File: config.mk
export PLATFORM = sky130hd
export DESIGN_NAME = halt_sequencer
export DESIGN_NICKNAME = d
export VERILOG_FILES = /design/src/rtl/halt_sequencer.sv
export SDC_FILE = /design/constraint.sdc
export NUM_CORES = 1
export LEC_CHECK = 0
export BUFFER_PORTS_ARGS = -buffer_cell sky130_fd_sc_hd__buf_2
export CAP_MARGIN = 20
export CORE_MARGIN = 10
export CORE_UTILIZATION = 52
export CTS_CLUSTER_SIZE = 30
export DETAILED_ROUTE_END_ITERATION = 6
export HOLD_SLACK_MARGIN = 0.05
export PLACE_DENSITY_LB_ADDON = 0.05
export SKIP_LAST_GASP = 1
export SLEW_MARGIN = 25
export SYNTH_ARGS = -nofsm -noshare
export SYNTH_HDL_FRONTEND = slang
export SYNTH_SLANG_ARGS = --single-unit
File: constraint.sdc
create_clock -name clk -period 2.4 [get_ports clk]
set_input_delay 0.36 -clock clk [delete_from_list [all_inputs] [get_ports clk]]
set_output_delay 0.36 -clock clk [all_outputs]
set_load 0.005 [all_outputs]
File: src/rtl/halt_sequencer.sv
// Program counter and three-phase instruction sequencer (FETCH/DECODE/EXEC)
// running under halt_handler's run enable; HALT opcodes raise a halt request.
module halt_sequencer #(
   parameter int          ADDR_W  = 4,
   parameter int          DATA_W  = 8,
   parameter logic [3:0]  HALT_OP = 4'hF,
   parameter logic [3:0]  JMP_OP  = 4'hE,
   parameter int          CNT_W   = 8
) (
   input  logic              clk,
   input  logic              rst,
   input  logic              run_en,
   output logic [ADDR_W-1:0] imem_addr,
   input  logic [DATA_W-1:0] imem_data,
   output logic [DATA_W-1:0] instr,
   output logic              instr_valid,
   output logic [ADDR_W-1:0] pc,
   output logic              halt_req,
   output logic              halted,
   output logic [CNT_W-1:0]  instr_count
);

   typedef enum logic [1:0] {
      ST_FETCH  = 2'd0,
      ST_DECODE = 2'd1,
      ST_EXEC   = 2'd2,
      ST_HALTED = 2'd3
   } state_t;

   state_t              state_q, state_d;
   logic [ADDR_W-1:0]   pc_q, pc_d;
   logic [DATA_W-1:0]   instr_q, instr_d;
   logic                halted_q, halted_d;
   logic [CNT_W-1:0]    cnt_q, cnt_d;
   logic                run_en_d_q;
   logic [3:0]          opcode_s;

   localparam logic [ADDR_W-1:0] PC_ONE  = {{(ADDR_W-1){1'b0}}, 1'b1};
   localparam logic [CNT_W-1:0]  CNT_ONE = {{(CNT_W-1){1'b0}}, 1'b1};

   assign opcode_s = instr_q[DATA_W-1 -: 4];

   // State and datapath registers
   always_ff @(posedge clk or posedge rst) begin
      if (rst) begin
         state_q    <= ST_FETCH;
         pc_q       <= {ADDR_W{1'b0}};
         instr_q    <= {DATA_W{1'b0}};
         halted_q   <= 1'b0;
         cnt_q      <= {CNT_W{1'b0}};
         run_en_d_q <= 1'b0;
      end else begin
         state_q    <= state_d;
         pc_q       <= pc_d;
         instr_q    <= instr_d;
         halted_q   <= halted_d;
         cnt_q      <= cnt_d;
         run_en_d_q <= run_en;
      end
   end

   // Next-state and datapath update; everything outside HALTED is gated by run_en
   always_comb begin
      state_d  = state_q;
      pc_d     = pc_q;
      instr_d  = instr_q;
      halted_d = halted_q;
      cnt_d    = cnt_q;
      case (state_q)
         ST_FETCH: begin
            if (run_en) state_d = ST_DECODE;
            else        state_d = state_q;
         end
         ST_DECODE: begin
            if (run_en) begin
               instr_d = imem_data;
               state_d = ST_EXEC;
            end else begin
               state_d = state_q;
            end
         end
         ST_EXEC: begin
            if (run_en) begin
               cnt_d = cnt_q + CNT_ONE;
               if (opcode_s == HALT_OP) begin
                  pc_d     = pc_q + PC_ONE;
                  halted_d = 1'b1;
                  state_d  = ST_HALTED;
               end else if (opcode_s == JMP_OP) begin
                  pc_d    = instr_q[ADDR_W-1:0];
                  state_d = ST_FETCH;
               end else begin
                  pc_d    = pc_q + PC_ONE;
                  state_d = ST_FETCH;
               end
            end else begin
               state_d = state_q;
            end
         end
         ST_HALTED: begin
            // Resume needs a fresh 0->1 on run_en, not a level left over from the halt
            if (run_en && !run_en_d_q) begin
               halted_d = 1'b0;
               state_d  = ST_FETCH;
            end else begin
               state_d = state_q;
            end
         end
         default: state_d = ST_FETCH;
      endcase
   end

   // Output decode of the EXEC state
   always_comb begin
      instr_valid = 1'b0;
      halt_req    = 1'b0;
      if ((state_q == ST_EXEC) && run_en) begin
         instr_valid = 1'b1;
         halt_req    = (opcode_s == HALT_OP);
      end else begin
         instr_valid = 1'b0;
         halt_req    = 1'b0;
      end
   end

   assign imem_addr   = pc_q;
   assign pc          = pc_q;
   assign instr       = instr_q;
   assign halted      = halted_q;
   assign instr_count = cnt_q;

endmodule

### Word level (Yosys, flattened, before mapping)

Index checks and enable logic that the tools add are counted.

| word-level totals | value |
|---|---|
| register bits | 24 |
| input bits | 11 |
| output and inout port bits | 27 |
| word-level logic and storage cells | 41 |

| cells by class | value |
|---|---|
| $add $sub $neg | 2 |
| eq/ne operators | 10 |
| multiplexer cells | 14 |
| reduce and logical (&&, ||, !) cells | 9 |

Operators by type and width:

| kind | count |
|---|---|
| 2-to-1 mux 2 bit | 5 |
| adder 8 x 1 -> 8 bit, second input constant | 1 |
| == test 4 bit, second input constant | 2 |
| 2-to-1 mux 4 bit | 2 |
| inequality test 2 bit, second input constant | 4 |
| case mux 2 bit (4 select lines) | 1 |
| AND reduction 4 bit | 2 |
| 2-to-1 mux 1 bit | 5 |
| adder 4 x 1 -> 4 bit, second input constant | 1 |
| == test 2 bit, second input constant | 2 |
| AND reduction 2 bit | 2 |
| == test 2 x 1 -> 1 bit, second input constant | 1 |
| logical AND 1 bit | 2 |
| zero test 2 bit | 1 |
| inequality test 2 x 1 -> 1 bit, second input constant | 1 |
| case mux 1 bit (2 select lines) | 1 |
| nonzero test 2 bit | 1 |
| zero test 1 bit | 1 |

### Depth between registers and ports, before layout

Gate-level depths: netlist (run 1).

| depth | value |
|---|---|
| word-level depth | 4 |
| mapped depth | 4 |
| depth with buffers taken out | 4 |

### Worst setup path before layout (run 1)

No wires, ideal clock.

| path | value |
|---|---|
| path type | register -> register |
| start | register state_q[0] |
| end | register instr_q[0] (netlist: instr[0]) |
| library setup time | 125 ps |
| arrival time | 1234 ps |
| setup slack | 1040 ps |
| cell stages (with the launch flop) | 5 |
| path buffers | 1 |
| path through | dfrtp_1 inv_2 or3_1 buf_6 mux2_4 |

| on the way | value |
|---|---|
| word-level cells in the longest chain between the ends | 2 |

RTL lines:

| element | line | text |
|---|---|---|
| start, declared | 30 | `state_t state_q, state_d;` |
| start signal, assigned | 53 | `state_q <= state_d;` |
| == test 2 x 1 -> 1 bit | 69 | `case (state_q)` |
| AND reduction 2 bit (no source line) | -- |  |
| end signal, assigned | 48 | `instr_q <= {DATA_W{1'b0}};` |
| end signal, assigned | 55 | `instr_q <= instr_d;` |
| end, declared | 32 | `logic [DATA_W-1:0] instr_q, instr_d;` |

Every way passes these cells.
A chain may end at the register's enable or synchronous reset.

### Final worst setup path (run 1)

| path | value |
|---|---|
| start | register state_q[0] |
| end | output instr_valid |

| on the way | value |
|---|---|
| word-level cells in the longest chain between the ends | 3 |

RTL lines:

| element | line | text |
|---|---|---|
| == test 2 bit | 117 | `if ((state_q == ST_EXEC) && run_en) begin` |
| logical AND 1 bit | 117 |  |
| 2-to-1 mux 1 bit | 117 |  |
| end, declared | 16 | `output logic instr_valid,` |

Every way passes these cells.

==> flow_metrics.py, run 1 <==
metrics = {
    "worst_setup_path": {
        "crit_required_ns": 2.04,
        "end_kind": "primary output",
        "r2r-start": "state_q[0]$_DFFE_PP0P_",
        "crit_type": "register to primary output",
        "ff2ff_setup_slack_ns": 0.78,
        "cp-endpoint": "instr_valid",
        "arrival_ns": 1.70,
        "reg2regPathDepth": 4,
        "critPathMaxFanout": 14,
        "crit_path_start": "state_q[0]$_DFFE_PP0P_",
        "reg2reg_to": "instr_count[4]$_DFFE_PP0P_",
        "cp-start-kind": "register",
    },
    "synthesis": {
        "avgSynthCellArea_um2": 11.8,
        "yosysSeqAreaShare_pct": 52.8,
        "syn_area_um2": 1140,
        "syn_inst": 96,
        "ys_ff_latch": 24,
        "syn_nets": 109,
        "ys_types": 29,
        "yosysWarnings": 0,
    },
    "finish": {
        "layout-drive-gt1-share_pct": 39.7,
        "syn_to_final_growth_pct": 18.4,
        "antenna_cells": 0,
        "final_cell_mix": "buf_2, dfrtp_1, nand2_1",
        "nets": 145,
        "finalNonFillerCells": 158,
        "finalInstanceArea_um2": 1350,
        "final_util_pct": 66.6,
        "final_common_cell": "buf_2",
    },
    "floorplanning": {
        "ios": 38,
        "core_area_um2": 2020,
        "die_w_um": 66.8,
        "placementRows": 16,
        "die_h_um": 66.8,
        "start_util_pct": 56.3,
        "die_area_um2": 4460,
    },
    "global_routing": {
        "use_met1_pct": 13.5,
        "antenna_found_initial": 0,
        "globalRoute.busiestLayer": "met2",
        "gr-total-overflow": 0,
        "grtUsageMet2_pct": 17.2,
        "grt_pass1_vias": 861,
        "track_usage_pct": 11.0,
        "grt_start_max_net_pins": 25,
        "use_met3_pct": 3.01,
        "grt_pass1_wl_um": 3900,
    },
    "sta": {
        "hold_viol_final": 0,
        "grt_setup_unrepaired": "false",
        "slew_headroom_pct": 41.2,
        "drv_slew": 0,
        "skew_ns": 0.00747,
        "hold_slack_ns": 0.215,
        "tightest_slew_ns": 0.881,
        "min_period_ns": 2.06,
        "fin_tns_setup_ns": 0,
        "setup_viol": 0,
        "period_share_pct": 85.8,
        "max_clock_freq_mhz": 485,
    },
    "clocking": {
        "ctsResizeCount": 0,
        "cts_buffers": 3,
        "cts.clk_slew.worst_paths_ns": 0.13,
        "h-tree-depth": 1,
        "clkSinkCount": 24,
        "clk_latency_ns": 0.30,
        "hold_buffers": 0,
        "cts_tree": "done",
        "clockBufferDepth": 2,
        "root_buffer": "clkbuf_4",
        "post_cts_buffers": 0,
    },
    "routing": {
        "viasPerCell": 5.30,
        "via_count": 838,
        "final_antenna_net_count": 0,
        "drtIter0Drc": 19,
        "drc": 0,
        "finalWirelength_um": 2340,
        "post_drt_wl_per_cell_um": 14.8,
        "firstDrtPassIters": 2,
    },
    "placed_design": {
        "placed_area_um2": 1310,
        "dp.cells": 154,
        "gp_congestion": 0.721,
        "dpl.hpwl_um": 1840,
        "io_buffers": 37,
    },
    "power": {
        "internal_power_mw": 1.01,
        "p_sw_mw": 0.542,
        "pwr-share-clk_pct": 13.3,
        "power_density_nw_per_um2": 1150,
        "pwr-share-seq_pct": 47.8,
        "swShare_pct": 34.9,
        "ir_drop_v": 0.000675,
        "leakage_nw": 0.726,
        "combPwrFrac_pct": 39.0,
    },
    "hold_path": {
        "hold_path.class": "input pin to asynchronous set/reset pin",
    },
    "run": {
        "maxCapViolCount": 0,
    },
    "run_status": {
        "status": "complete, no violations",
    },
}
critical path, cell delays in order (launching register included):
cell and delay [ns]:
dfrtp_1 0.45, nand3b_1 0.47, inv_1 0.32, buf_2 0.16
cells in the mapped netlist:
| cell | n | share of area [%] |
|---|---|---|
| o21a_1 | 1 | 0.66 |
| mux2_4 | 8 | 11 |
| or3_1 | 1 | 0.55 |
| buf_4 | 4 | 2.6 |
| a21oi_1 | 3 | 1.3 |
| ha_1 | 2 | 2.2 |
| nand4_1 | 5 | 2.8 |
| nor2_1 | 3 | 0.99 |
| nor3_1 | 2 | 0.88 |
| nand2_1 | 9 | 3.0 |
| a21bo_2 | 1 | 0.88 |
| mux2i_1 | 3 | 2.6 |
| a2bb2oi_1 | 2 | 1.5 |
| nand4b_1 | 1 | 0.77 |
| and3_1 | 1 | 0.55 |
| nand3_1 | 3 | 1.3 |
| dfrtp_1 | 24 | 53 |
| buf_2 | 1 | 0.44 |
| buf_6 | 1 | 0.99 |
| xnor2_1 | 4 | 3.1 |
| o21bai_1 | 1 | 0.66 |
| a221o_1 | 1 | 0.88 |
| xor2_1 | 3 | 2.3 |
| o21ai_0 | 4 | 1.8 |
| inv_2 | 1 | 0.33 |
| nand3b_1 | 1 | 0.66 |
| inv_1 | 4 | 1.3 |
| a22o_2 | 1 | 0.88 |
| nor3b_1 | 1 | 0.66 |
how the worst min path moves through the flow:
stage / startpoint / end / slack [ns] / cells past startpoint
3_5_place_dp: instr_count[7]$_DFFE_PP0P_ / instr_count[7]$_DFFE_PP0P_ / 0.45 / 1
6_report: rst / halted$_DFFE_PP0P_ / 0.21 / 2
2_1_floorplan: rst / halted$_DFFE_PP0P_ / 0.37 / 1
3_3_place_gp: instr_count[7]$_DFFE_PP0P_ / instr_count[7]$_DFFE_PP0P_ / 0.45 / 1
5_1_grt: run_en / run_en_d_q$_DFF_PP0_ / 0.20 / 1
4_1_cts: run_en / run_en_d_q$_DFF_PP0_ / 0.20 / 1
per-stage QoR:
| step | power, mW | setup slack, ns |
|---|---|---|
| 2_1_floorplan | 1.14 | 1.04 |
| 3_3_place_gp | 1.34 | 0.724 |
| 3_5_place_dp | 1.37 | 0.668 |
| 4_1_cts | 1.58 | 0.308 |
| 5_1_grt | 1.69 | 0.107 |
| 6_report | 1.55 | 0.340 |
power by group through the flow:
stage	sequential [mW]	combinational (mW)	clock (mW)
after floorplan	0.730	0.414	0
after global placement	0.737	0.607	0
after detailed placement	0.748	0.624	0
after CTS	0.739	0.627	0.216
after global routing	0.776	0.681	0.228
final	0.741	0.605	0.206
cell type report:
| type | instances | area (µm²) |
|---|---|---|
| flip-flops and latches | 24 | 601 |
| clock buffers | 4 | 36.3 |
| well taps | 27 | 33.8 |
| multi-input cells | 61 | 472 |
| repair buffers | 37 | 185 |
| fillers | 176 | 676 |
| inverters | 5 | 18.8 |
metal layers:
layer  part of all wire, %  wire length [µm]  vias to the layer above
met4                  0.51                12                        0
met3                   6.0               139                        2
li1                      -                 -                      406
met5                     0                 0                        -
met1                    47              1090                      407
met2                    47              1100                       23
kinds of logic (layout without fill, tap and decap cells):
family | count (synthesis) | count (layout) | share of synthesized area (%)
AND/OR/NAND/NOR | 27 | 27 | 12.1
buffers and inverters | 11 | 46 | 5.72
flip-flops | 24 | 24 | 52.8
XOR/XNOR | 7 | 7 | 5.39
AO/OA/AOI/OAI | 14 | 14 | 8.58
multiplexers | 11 | 11 | 13.2
adder cells (fa/ha/maj) | 2 | 2 | 2.20
registers in the layout (all words and copies together) (netlist names):
| register | flops |
|---|---|
| imem_addr | 4 |
| halted | 1 |
| instr_count | 8 |
| state_q | 2 |
| run_en_d_q | 1 |
| instr | 8 |
Power figures use the tool's default switching activity.
==> run 2, diff against run 1 <==
PLACE_DENSITY = 0.93   (was default)
PLACE_DENSITY_LB_ADDON = default   (was 0.05)
==> run 2 against run 1 <==
  * Setup slack better by 0.24 ns
  * Power is 0.98% higher
  * Maximum frequency is 13% higher
  * Critical path type unchanged
  * Worst hold slack better by 0.0038 ns
  * Clock power hardly changed
  * Combinational power is 2% higher
  * Die area stayed put
  * Sequential cell count stayed put
  * Final area is 0.56% higher
==> flow_metrics.py, run 2 (synthesis gave the netlist of run 1 again) <==
metrics = {
    "run_status": {
        "status": "complete, no violations",
    },
    "power": {
        "power_density_nw_per_um2": 1160,
        "ir_drop_v": 0.000729,
        "total_power_mw": 1.57,
        "leakage_nw": 0.730,
    },
    "worst_setup_path": {
        "crit_type": "register to primary output",
        "r2r-start": "state_q[0]$_DFFE_PP0P_",
        "arrival_ns": 1.46,
        "ff2ff_setup_slack_ns": 0.83,
        "path_cells": "nand3b_1 -> buf_4 -> inv_1 -> buf_2",
        "reg2regPathDepth": 3,
        "cp-start-kind": "register",
        "slowest_stage": "dfrtp_1",
        "crit_required_ns": 2.04,
        "critPathBufInv": 3,
        "critPathMaxFanout": 14,
        "crit_family": "buffers and inverters",
        "end_kind": "primary output",
        "slowest_delay_ns": 0.46,
        "reg2reg_to": "instr[1]$_DFFE_PP0P_",
    },
    "sta": {
        "hold_viol_final": 0,
        "tightest_slew_ns": 0.889,
        "setup_ws_ns": 0.577,
        "min_period_ns": 1.82,
        "setup_viol": 0,
        "period_share_pct": 75.9,
        "drv_slew": 0,
        "max_clock_freq_mhz": 549,
        "hold_slack_ns": 0.218,
        "fin_tns_setup_ns": 0,
        "grt_setup_unrepaired": "false",
        "skew_ns": 0.00153,
        "slew_headroom_pct": 40.6,
    },
    "floorplanning": {
        "core_area_um2": 2020,
        "ios": 38,
        "die_area_um2": 4460,
        "start_util_pct": 56.3,
        "die_h_um": 66.8,
        "die_w_um": 66.8,
        "placementRows": 16,
    },
    "finish": {
        "final_cell_mix": "buf_2, dfrtp_1, nand2_1",
        "final_common_cell": "buf_2",
        "finalInstanceArea_um2": 1350,
        "syn_to_final_growth_pct": 19.0,
        "antenna_cells": 0,
        "nets": 146,
        "layout-drive-gt1-share_pct": 40.2,
    },
    "clocking": {
        "post_cts_buffers": 0,
        "ctsResizeCount": 0,
        "h-tree-depth": 1,
        "root_buffer": "clkbuf_4",
        "cts_buffers": 3,
        "clockBufferDepth": 2,
        "cts.clk_slew.worst_paths_ns": 0.13,
        "clkSinkCount": 24,
        "cts_tree": "done",
        "hold_buffers": 0,
        "clk_latency_ns": 0.30,
    },
    "routing": {
        "final_antenna_net_count": 0,
        "drc": 0,
        "post_drt_wl_per_cell_um": 15.8,
        "viasPerCell": 5.22,
        "via_count": 830,
        "drtIter0Drc": 40,
        "finalWirelength_um": 2510,
        "firstDrtPassIters": 4,
    },
    "placed_design": {
        "place_ws_ns": 0.808,
        "dpl.hpwl_um": 1950,
        "placed_area_um2": 1320,
        "gp_congestion": 0.772,
        "io_buffers": 37,
    },
    "global_routing": {
        "grt_start_max_net_pins": 25,
        "grt_pass1_vias": 876,
        "grt_pass1_wl_um": 4080,
        "track_usage_pct": 11.4,
        "gr-total-overflow": 0,
        "antenna_found_initial": 0,
    },
    "run": {
        "maxCapViolCount": 0,
    },
    "hold_path": {
        "hold_path.class": "input pin to asynchronous set/reset pin",
    },
}
-- run 2: cell count changes in the layout (fill, tap and decap cells not counted), sizes merged --
cell | before | now
buf | 37 | 38
-- run 2: area by class of cell --
type | count | area [µm²]
clock buffer | 4 | 36.3
inverter | 5 | 18.8
tap | 27 | 33.8
fill | 164 | 668
timing repair buffer | 38 | 193
sequential | 24 | 601
multi-input combinational | 61 | 472
-- run 2: worst max path at each step --
stage | start | end | slack [ns] | depth (start not counted)
final | state_q[0]$_DFFE_PP0P_ | instr_valid | 0.58 | 4
after global routing | state_q[0]$_DFFE_PP0P_ | instr_valid | 0.45 | 4
after CTS | state_q[0]$_DFFE_PP0P_ | instr_valid | 0.57 | 4
after detailed placement | run_en | instr[1]$_DFFE_PP0P_ | 0.81 | 4
after global placement | run_en | instr[4]$_DFFE_PP0P_ | 0.86 | 4
after floorplan | state_q[0]$_DFFE_PP0P_ | instr[0]$_DFFE_PP0P_ | 1.04 | 4
-- run 2: layer usage --
layer / vias to the layer above / share of wire (%) / track usage [%]
met1: 390 / 42 / 12.8
met4: 0 / 0.40 / 3.93
li1: 408 / - / -
met5: - / 0 / 0
met3: 2 / 10 / 5.52
met2: 30 / 48 / 18.4
-- run 2: where the power goes --
group	switching, mW	total [mW]	internal [mW]
combinational	0.255	0.616	0.361
clock	0.116	0.209	0.0925
sequential	0.183	0.743	0.560
total	0.554	1.57	1.01
-- run 2: worst register-to-register path: stages (launching register included) --
cell	delay (ns)
dfrtp_1	0.45
inv_2	0.05
or3_1	0.59
mux2_4	0.38
-- run 2: per-stage QoR --
stage                     util, %  cells
after floorplan                 -     96
after global placement       65.2    155
after detailed placement     65.2    155
after CTS                    67.0    159
after global routing         67.0    159
final                        67.0    159
==> run 3, diff against run 2 <==
ABC_AREA = 1   (was default)
CORE_UTILIZATION = 50   (was 52)
PLACE_DENSITY = 0.89   (was 0.93)
clock period = 1.9 ns   (was 2.4 ns; I/O delays follow)
==> run 3 against run 2 <==
  * Sequential share of layout area is 3.0 points lower
  * Core utilization shrank 3.1 points
  * Sequential cell count did not move
  * Final area increased by 7.3%
  * Highest routed layer unchanged
  * Sequential power is 17% higher
  * Clock-buffer cell count down 1
  * Critical path depth up 2
  * Non-clock buffer count increased by 2
  * Synthesized cell count grew 56%
==> flow_metrics.py, run 3 <==
metrics = {
    "synthesis": {
        "syn_nets": 163,
        "synthTopCellsByArea": "dfrtp_1, nand2_1, inv_1, nor2_1, nand3_1",
        "yosysSeqAreaShare_pct": 48.7,
        "ys_ff_latch": 24,
        "ys_types": 20,
        "yosysWarnings": 0,
        "synth_top_area_share_pct": 48.7,
        "async_reset_ff_share_pct": 100,
        "yosysMostFrequentCell": "nand2_1",
        "yosysTopAreaCell": "dfrtp_1",
        "avgSynthCellArea_um2": 8.22,
        "synth_top_cells_by_count": "nand2_1, dfrtp_1, inv_1",
        "syn_inst": 150,
        "synth_flop_cell": "dfrtp_1",
        "syn_area_um2": 1230,
        "synth_edf_count": 0,
    },
    "power": {
        "combPwrFrac_pct": 40.0,
        "internal_power_mw": 1.08,
        "swShare_pct": 40.5,
        "ir_drop_v": 0.000741,
        "p_sw_mw": 0.736,
        "power_density_nw_per_um2": 1250,
        "leakage_nw": 0.865,
        "pwr-share-seq_pct": 48.1,
        "pwr-share-clk_pct": 11.9,
    },
    "finish": {
        "final_common_cell": "nand2_1",
        "final_cell_mix": "nand2_1, buf_2, dfrtp_1",
        "nets": 202,
        "finalNonFillerCells": 215,
        "syn_to_final_growth_pct": 17.7,
        "register_area_um2": 601,
        "layout-drive-gt1-share_pct": 28.9,
        "n_fill_cell": 208,
        "multi_input_area_um2": 487,
        "antenna_cells": 0,
    },
    "global_routing": {
        "track_usage_pct": 10.9,
        "grt_pass1_vias": 1056,
        "grt_start_max_net_pins": 25,
        "gr-total-overflow": 0,
        "grt_pass1_wl_um": 4640,
        "antenna_found_initial": 0,
    },
    "worst_setup_path": {
        "cp-start-kind": "register",
        "crit_family": "flip-flops",
        "slowest_delay_ns": 0.44,
        "crit_required_ns": 1.62,
        "critPathBufInv": 4,
        "critPathMaxFanout": 8,
        "crit_type": "register to primary output",
        "slowest_stage": "dfrtp_1",
        "cp_common_cell": "inv_2",
        "arrival_ns": 1.29,
        "end_kind": "primary output",
        "path_cells": "inv_2 -> nand3_2 -> inv_2 -> nand2_1 -> inv_2 -> buf_2",
    },
    "clocking": {
        "cts.clk_slew.worst_paths_ns": 0.12,
        "cts_buffers": 3,
        "clockBufferDepth": 2,
        "root_buffer": "clkbuf_4",
        "cts_tree": "done",
        "h-tree-depth": 1,
        "clkSinkCount": 24,
        "clk_latency_ns": 0.30,
    },
    "floorplanning": {
        "die_w_um": 69.7,
        "start_util_pct": 54.2,
        "placementRows": 17,
        "core_area_um2": 2280,
        "ios": 38,
        "die_h_um": 69.7,
        "die_area_um2": 4850,
    },
    "routing": {
        "viasPerCell": 4.73,
        "post_drt_wl_per_cell_um": 12.3,
        "via_count": 1018,
        "final_antenna_net_count": 0,
        "firstDrtPassIters": 4,
        "drc": 0,
        "finalWirelength_um": 2640,
        "drtIter0Drc": 72,
    },
    "sta": {
        "skew_ns": 0.00340,
        "hold_viol_final": 0,
        "tightest_slew_ns": 0.347,
        "fin_tns_setup_ns": 0,
        "min_period_ns": 1.58,
        "period_share_pct": 83.0,
        "slew_headroom_pct": 76.8,
        "max_clock_freq_mhz": 634,
        "drv_slew": 0,
        "setup_viol": 0,
        "grt_setup_unrepaired": "false",
    },
    "placed_design": {
        "dp.cells": 211,
        "dpl.hpwl_um": 2130,
        "gp_congestion": 0.801,
        "io_buffers": 37,
    },
    "run_status": {
        "status": "complete, no violations",
    },
    "run": {
        "maxCapViolCount": 0,
    },
    "hold_path": {
        "hold_path.class": "input pin to register",
    },
}
## run 3: layout make-up
type / instances / area share (%)
Multi-Input combinational cell: 94 / 33.5
Clock buffer: 3 / 1.55
Inverter: 26 / 6.72
Tap cell: 28 / 2.41
Sequential cell: 24 / 41.3
Timing Repair Buffer: 40 / 14.5
## run 3: power by group through the flow
| stage | sequential (mW) | clock [mW] | combinational [mW] |
|---|---|---|---|
| after floorplan | 0.872 | 0 | 0.481 |
| after global placement | 0.867 | 0 | 0.716 |
| after detailed placement | 0.884 | 0 | 0.744 |
| after CTS | 0.874 | 0.222 | 0.749 |
| after global routing | 0.908 | 0.241 | 0.836 |
| final | 0.873 | 0.216 | 0.727 |
## run 3: worst paths after layout
| check | end | cells after the start | from | slack, ns |
|---|---|---|---|---|
| max | halt_req | 6 | state_q[0]$_DFFE_PP0P_ | 0.32 |
| min | run_en_d_q$_DFF_PP0_ | 1 | run_en | 0.14 |
| max reg2reg | instr_count[5]$_DFFE_PP0P_ | 7 | state_q[0]$_DFFE_PP0P_ | 0.69 |
| min reg2reg | halted$_DFFE_PP0P_ | 2 | halted$_DFFE_PP0P_ | 0.50 |
| max in group asynchronous | imem_addr[1]$_DFFE_PP0P_ | 4 | rst | 1.11 |
| min in group asynchronous | instr_count[4]$_DFFE_PP0P_ | 4 | rst | 0.56 |
## run 3: cell families (layout without fill, tap and decap cells)
kind of cell    after synthesis  count (layout)  share of synthesized area, %
compound gates               14              14                          7.40
xor+xnor                      4               4                          2.84
fa+ha+maj                     2               2                          2.03
buf+inv                      32              69                          11.9
flops                        24              24                          48.7
simple gates                 74              74                          27.2
## run 3: metal layers
| layer | track usage [%] | share of wire (%) |
|---|---|---|
| met4 | 2.61 | 0.45 |
| met5 | 0 | 0 |
| met1 | 12.0 | 44 |
| met3 | 4.71 | 9.2 |
| met2 | 19.0 | 46 |
## run 3: repair_timing
item	in CTS	in global routing
endpoints found under the hold margin	24	0
buffers inserted	0	0
endpoints found under the setup margin	0	0
hold buffers	1	0
gates resized for setup	0	0
## run 3: metrics by stage
step	worst slack [ns]	utilization [%]	instance area [µm²]	total power [mW]	hold WS (ns)
after floorplan	0.826	-	1230	1.35	0.300
after global placement	0.720	62.4	1420	1.58	0.337
after detailed placement	0.662	62.4	1420	1.63	0.350
after CTS	0.303	63.8	1450	1.85	0.130
after global routing	0.209	63.8	1450	1.98	0.125
final	0.323	63.8	1450	1.82	0.136
